===== src/rtl/seg_mux_driver.sv =====
// seg_mux_driver: 8-digit multiplexed 7-segment driver. Blanks all anodes for
// BLANK_CYCLES after every digit change and snapshots display data on entry to
// digit 0 so a frame never tears.
module seg_mux_driver #(
  parameter int unsigned BLANK_CYCLES = 16
) (
  input  logic        clock,
  input  logic        reset,
  input  logic [2:0]  digit_sel,
  input  logic [31:0] value,
  input  logic [7:0]  dp_mask,
  input  logic [7:0]  digit_en,
  input  logic        lz_suppress,
  output logic [7:0]  anode,
  output logic [6:0]  seg,
  output logic        dp,
  output logic        frame_start
);

  localparam logic [7:0] CntInit = 8'(BLANK_CYCLES - 1);

  typedef enum logic {StBlank, StDrive} state_e;

  state_e      state_q, state_d;
  logic [2:0]  sel_q;
  logic [2:0]  cur_q, cur_d;
  logic [7:0]  cnt_q, cnt_d;
  logic [31:0] sh_value_q, sh_value_d;
  logic [7:0]  sh_dp_q, sh_dp_d;
  logic [7:0]  sh_en_q, sh_en_d;
  logic        sh_lz_q, sh_lz_d;
  logic [7:0]  anode_q, anode_d;
  logic [6:0]  seg_q, seg_d;
  logic        dp_q, dp_d;
  logic        fs_q, fs_d;

  logic        change;
  logic [31:0] upper;
  logic [6:0]  seg_hex;
  logic        show;

  assign change = (digit_sel != sel_q);

  // Nibbles cur..7 shifted down; bits [3:0] are the current digit.
  assign upper = sh_value_q >> {cur_q, 2'b00};

  // Active-low hex decode of the current nibble, segment order {a,b,c,d,e,f,g}.
  always_comb begin
    seg_hex = 7'h7F;
    case (upper[3:0])
      4'h0: seg_hex = 7'h01;
      4'h1: seg_hex = 7'h4F;
      4'h2: seg_hex = 7'h12;
      4'h3: seg_hex = 7'h06;
      4'h4: seg_hex = 7'h4C;
      4'h5: seg_hex = 7'h24;
      4'h6: seg_hex = 7'h20;
      4'h7: seg_hex = 7'h0F;
      4'h8: seg_hex = 7'h00;
      4'h9: seg_hex = 7'h04;
      4'hA: seg_hex = 7'h08;
      4'hB: seg_hex = 7'h60;
      4'hC: seg_hex = 7'h31;
      4'hD: seg_hex = 7'h42;
      4'hE: seg_hex = 7'h30;
      4'hF: seg_hex = 7'h38;
      default: seg_hex = 7'h7F;
    endcase
  end

  // Digit visibility: enabled and not a suppressed leading zero (digit 0 never suppressed).
  always_comb begin
    show = sh_en_q[cur_q] & ~(sh_lz_q & (cur_q != 3'd0) & (upper == 32'h0));
  end

  // Next-state: a digit change always wins and restarts the blanking gap.
  always_comb begin
    state_d    = state_q;
    cur_d      = cur_q;
    cnt_d      = cnt_q;
    sh_value_d = sh_value_q;
    sh_dp_d    = sh_dp_q;
    sh_en_d    = sh_en_q;
    sh_lz_d    = sh_lz_q;
    anode_d    = anode_q;
    seg_d      = seg_q;
    dp_d       = dp_q;
    fs_d       = 1'b0;

    if (change) begin
      state_d = StBlank;
      cnt_d   = CntInit;
      cur_d   = digit_sel;
      anode_d = 8'hFF;
      seg_d   = 7'h7F;
      dp_d    = 1'b1;
      if (digit_sel == 3'd0) begin
        sh_value_d = value;
        sh_dp_d    = dp_mask;
        sh_en_d    = digit_en;
        sh_lz_d    = lz_suppress;
        fs_d       = 1'b1;
      end
    end else begin
      case (state_q)
        StBlank: begin
          if (cnt_q != 8'd0) begin
            cnt_d = cnt_q - 8'd1;
          end else begin
            state_d = StDrive;
            if (show) begin
              anode_d = ~(8'b1 << cur_q);
              seg_d   = seg_hex;
              dp_d    = ~sh_dp_q[cur_q];
            end else begin
              anode_d = 8'hFF;
              seg_d   = 7'h7F;
              dp_d    = 1'b1;
            end
          end
        end
        StDrive: begin
          // Outputs hold until the next change.
        end
        default: state_d = StBlank;
      endcase
    end
  end

  // State and output registers; reset darkens the display immediately.
  always_ff @(posedge clock or posedge reset) begin
    if (reset) begin
      state_q    <= StBlank;
      sel_q      <= 3'd0;
      cur_q      <= 3'd0;
      cnt_q      <= CntInit;
      sh_value_q <= 32'h0;
      sh_dp_q    <= 8'h0;
      sh_en_q    <= 8'h0;
      sh_lz_q    <= 1'b0;
      anode_q    <= 8'hFF;
      seg_q      <= 7'h7F;
      dp_q       <= 1'b1;
      fs_q       <= 1'b0;
    end else begin
      state_q    <= state_d;
      sel_q      <= digit_sel;
      cur_q      <= cur_d;
      cnt_q      <= cnt_d;
      sh_value_q <= sh_value_d;
      sh_dp_q    <= sh_dp_d;
      sh_en_q    <= sh_en_d;
      sh_lz_q    <= sh_lz_d;
      anode_q    <= anode_d;
      seg_q      <= seg_d;
      dp_q       <= dp_d;
      fs_q       <= fs_d;
    end
  end

  assign anode       = anode_q;
  assign seg         = seg_q;
  assign dp          = dp_q;
  assign frame_start = fs_q;

endmodule


===== config.mk =====
export PLATFORM = sky130hd
export DESIGN_NAME = seg_mux_driver
export DESIGN_NICKNAME = d
export VERILOG_FILES = /design/src/rtl/seg_mux_driver.sv
export SDC_FILE = /design/constraint.sdc
export NUM_CORES = 1
export LEC_CHECK = 0
export BUFFER_PORTS_ARGS = -buffer_cell sky130_fd_sc_hd__buf_2
export CAP_MARGIN = 25
export CORE_MARGIN = 3
export CORE_UTILIZATION = 60
export CTS_CLUSTER_DIAMETER = 120
export DETAILED_ROUTE_END_ITERATION = 10
export PLACE_DENSITY = 0.83
export SYNTH_ARGS = -nofsm -noshare
export SYNTH_HDL_FRONTEND = slang
export SYNTH_SLANG_ARGS = --single-unit

===== constraint.sdc =====
create_clock -name clock -period 5.55 [get_ports clock]
set_input_delay 0.8325 -clock clock [delete_from_list [all_inputs] [get_ports clock]]
set_output_delay 0.8325 -clock clock [all_outputs]
set_load 0.05 [all_outputs]

; Word level (Yosys, flattened, before mapping)
; Memories as Yosys holds them, arrays and structs flattened.
; Index checks and enable logic that the tools add are counted.
; W data, S select, Z words.
[word_totals]
regBits = 81
rom_bits = 112
inputBits = 54
word_cells = 58
memories = 1
[op_classes]
n_addsub = 1
order_cmp = 1
n_eq_ne = 3
shifts = 2
muxes = 24
bitwise_logic = 6
n_reduce_logical = 8
[memory_table]
columns = name, depth, word_bits, rd, rd_ports_with_merged_regs, wr, line_no
row1 = (no name shown), 16, 7, 1, 0, 0, 50  ; case (upper[3:0])
[op_table]
columns = operator, n
row1 = $mux W8, 7
row2 = $logic_not A32 Y1, 1
row3 = $shr A32 B5 Y32, 1
row4 = $mux W7, 4
row5 = $mux W1, 11
row6 = $not A8 Y8, 1
row7 = $reduce_bool A8 Y1, 1
row8 = $shl A1 B3 Y8 const A, 1
row9 = $sub A8 B1 Y8 const B, 1
row10 = $bmux W1 S3, 2
row11 = $reduce_and A2 Y1, 3
row12 = $lt A3 B4 Y1 const B, 1
row13 = $and A1 B1 Y1, 3
row14 = $logic_not A3 Y1, 1
row15 = $ne A3 B3 Y1, 1
row16 = $reduce_bool A3 Y1, 1
row17 = $ne A2 B1 Y1 const B, 1
row18 = $ne A2 B2 Y1 const B, 1
row19 = $not A1 Y1, 2
row20 = $reduce_bool A2 Y1, 1

; Logic depth before layout (Yosys ltp)
[logic_depth]
depth_word = 9
ltp_mapped = 11
ltp_nobuf = 8

; Least setup slack after synthesis
; Ideal clock, no wire load.
[synth_timing]
path_type = register to register
startpoint = reg cur_q[0]
endpoint = reg seg_q[0], in the netlist seg[0]
arrival_ns = 2.757
required_time_ns = 5.490
setup_slack_ns = 2.733
path_stages_with_launch = 12
synth_period_minus_slack_ns = 2.817
cell_sequence = dfrtp_1 -> buf_4 -> buf_4 -> mux4_2 -> mux2i_1 -> ha_1 -> nand2_1 -> nor4_1 -> nand4_2 -> a22oi_2 -> buf_6 -> o22a_1
[synth_via]
elab_chain_cells = 9
word_cells_on_any_way = 14
cone_classes = 1 x shift / 6 x mux / 4 x bitwise / 2 x reduce/logical / 1 x memory
[synth_rtl]
columns = item, line_no
row1 = start: declaration, 26  ; logic [2:0] cur_q, cur_d;
row2 = start signal: assignment, 148  ; cur_q <= cur_d;
row3 = $shr A32 B5 Y32 / $reduce_bool A3 Y1 (equally long branches), "45, 73"
row4 = $logic_not A32 Y1 / $and A1 B1 Y1 (equally long branches), 73  ; show = sh_en_q[cur_q] & ~(sh_lz_q & (cur_q != 3'd0) & (upper == 32'h0));
row5 = $and A1 B1 Y1, 73
row6 = $not A1 Y1, 73
row7 = $and A1 B1 Y1, 73
row8 = $mux W7 *, 111  ; if (show) begin
row9 = $mux W7 *, 107  ; if (cnt_q != 8'd0) begin
row10 = $mux W7 *, 105  ; case (state_q)
row11 = $mux W7 *, 90  ; if (change) begin
row12 = end signal: assignment, 155  ; seg_q <= seg_d;
row13 = end: declaration, 33  ; logic [6:0] seg_q, seg_d;
; Every way passes the cells marked *; elsewhere a longest branch is shown, timed or not. The select of a mux whose other input is x is not followed.
; A chain may end at the register's enable or synchronous reset.

; Worst setup path after layout
[layout_timing]
startpoint = reg cur_q[1]
endpoint = reg seg_q[2], in the netlist seg[2]
; Same word-level chain as after synthesis.

==> summary.txt <==
count of unresolved DRC violations after routing: 0
slack of the critical path: 2030 ps
number of max-cap violations: 0
Data required, critical path: 5840 ps
Hold Vio Cnt, Final: 0
Rel. slew slack: 0.451
Peak Freq: 0.284 GHz
final clock skew: 12.0 ps
Avg Vias per Cell: 6.21
area share of the largest cell type after synthesis: 0.370
fraction of synthesis flops using an asynchronous set or reset pin: 1.00
actual transition at the worst max-transition pin: 824 ps
outcome: completed
Die Y: 88.9 um
crit-path cells: mux4_2 > mux2i_1 > ha_1 > nand2_1 > nor4_1 > nand4_2 > a22oi_2 > o32a_1
number of buffers inserted by port buffering: 70
total negative setup slack: 0 ps
count of yosys warnings during synthesis: 0
synthesized net count: 392
number of sinks on the clock net: 81
biggest fanout along the worst timing path: 21
clock period minus final worst setup slack: 3520 ps
Top FF cell, synth: dfrtp_1
Starting Density: 0.635
Vias: 2983
kind of start point of the critical path: register
count of different cell masters after synthesis: 52
core footprint: 0.00649 mm2
residual overflow from global routing: 0
Cell Rows: 29
wire length after detailed routing: 8590 um
share of final-layout standard cells stronger than drive strength 1: 0.459
Critical Path Sink Type: register
Placement Cell Area: 0.00451 mm2
average routed wire per standard cell: 17.9 um
# diodes: 0
arrival time worst endpoint: 3810 ps
Layout Nets: 460
global router's overall resource usage: 0.237
global-route wire length before repair: 14200 um
Max Slew Vio Count: 0
clock root buffer: clkbuf_8
antenna-violating nets left: 0
Top delay family on crit path: multiplexers
total of hold buffers inserted after clock tree synthesis: 0
insertion delay of the later-clocked pin in the worst-skew pair: 350 ps
width of the die: 88.9 um
cts repair resizes: 0
Commonest cells post-synth: dfrtp_1 (61), mux2_2 (52), dfstp_2 (20)
cell types with the largest area share after synthesis: dfrtp_1 (37%), mux2_2 (14%), dfstp_2 (13%), mux4_2 (5.5%), mux2i_1 (2.7%)
library cell with the highest instance count after synthesis: dfrtp_1
Synth area leader: dfrtp_1
number of enable flip-flop cells after synthesis: 0
PD cells: 343 mW/mm2
P&R area growth vs syn: 15.3%
CP max stage delay: 880 ps
Critical path origin: cur_q[1]
setup-violating endpoint count in the final report: 0
RSZ-0062 raised after global routing: no
Reg2Reg Launch Point: cur_q[1]
CTS clk-pin slew, worst paths: 80 ps
boundary pin count: 71
Max Buffers Root-to-Sink: 2
Avg Inst Size Synth: 12.5 um2
vias in the first global route: 2881
total buffers and inverters traversed by the critical path: 0
H-tree lvl count: 3
Initial DRC Count: 168
worst vdd rail ir drop: 0.000211 V
dpl hpwl: 6180 um
number of CTS-inserted buffers: 9
share of synthesized area occupied by flip-flops and latches: 0.497
register bit total from synthesis: 81
number of filler instances in the final layout: 453
detailed-routing iteration count for the pre-antenna-repair pass: 6
path class of the lowest-slack min-delay path: in -> async
post-placement setup slack: 2070 ps
initial antenna violation count: 0
static leakage: 2.01 nW
Worst Path Class, Setup: reg -> reg
post-route design area: 0.00476 mm2
TritonCTS clock tree: done
pin count of the biggest net entering global routing: 82
post-synthesis instance area: 0.00413 mm2
post-CTS setup buffer count: 0
final critical-path share of the clock period: 0.635
routability congestion estimate from global placement: 0.959
number of standard cells after synthesis: 330
slowest stage cell on the critical path: dfrtp_1
full die area: 0.00791 mm2
## final timing paths
path,end,slack (ps),depth (start not counted)
setup / recovery,seg[2],2030,8
setup reg to reg,seg[2],2030,8
min in group clock,sh_en_q[2],510,1
hold / removal,sh_en_q[4],410,3
hold reg to reg,sh_en_q[2],510,1
max in group asynchronous,seg[1],4560,4
## logic make-up (layout without fill, tap and decap cells)
logic type / after synthesis / in the layout / synth area share
AND/OR/NAND/NOR: 80 / 80 / 0.102
adder cells (fa/ha/maj): 8 / 8 / 0.0243
multiplexers: 73 / 73 / 0.223
XOR/XNOR: 8 / 8 / 0.0170
flip-flops: 81 / 81 / 0.497
buffers and inverters: 28 / 101 / 0.0334
AO/OA/AOI/OAI: 52 / 52 / 0.103
## cell type report
cell class | count | area [um2] | share of cell area
clock inverter | 5 | 80.1 | 0.0168
tap | 77 | 96.3 | 0.0203
inverter | 10 | 37.5 | 0.00789
sequential | 81 | 2050 | 0.431
timing repair buffer | 75 | 408 | 0.0857
multi-input combinational | 221 | 1940 | 0.408
clock buffer | 11 | 141 | 0.0297
## worst min-delay path, stage by stage
cell and delay [ps]:
buf_2 100, inv_2 30, buf_4 140
## placed cells by master, fill, tap and decap left out, types with 9 or more instances in the layout
master,n
a21oi_1,9
buf_2,70
clkbuf_8,10
dfrtp_1,61
dfstp_2,20
inv_1,9
mux2_2,52
mux2i_1,11
mux4_2,10
nand2_1,14
nor2_1,18
nor3_1,15
o21ai_0,9
o32a_1,10
## power breakdown
part	total (mW)	internal [mW]	leakage, nW	switching (mW)
combinational	0.391	0.203	0.957	0.188
sequential	0.767	0.677	0.945	0.0906
clock	0.473	0.265	0.106	0.208
## through the flow
step | util | hold WS, ps | power (mW) | instances
3_5_place_dp | 0.694 | 494 | 1.16 | 463
4_1_cts | 0.728 | 514 | 1.64 | 479
6_report | 0.732 | 414 | 1.63 | 480
2_1_floorplan | - | 475 | 1.06 | 330
3_3_place_gp | 0.694 | 486 | 1.14 | 463
5_1_grt | 0.732 | 411 | 1.72 | 480
## metal layers
metal	global-route usage	up-vias	wire length, um
met1	0.336	1494	3710
met4	0.0907	0	175
met5	0	-	0
met3	0.0387	18	537
met2	0.370	114	4160
li1	-	1357	-
## flip-flops by register name (all words and copies together) (netlist names)
signal / cells
anode: 8
sh_dp_q: 8
sel_q: 3
state_q: 1
cnt_q: 8
dp: 1
cur_q: 3
sh_lz_q: 1
sh_en_q: 8
seg: 7
sh_value_q: 32
frame_start: 1
No activity file was read; power rests on OpenSTA's default activity.
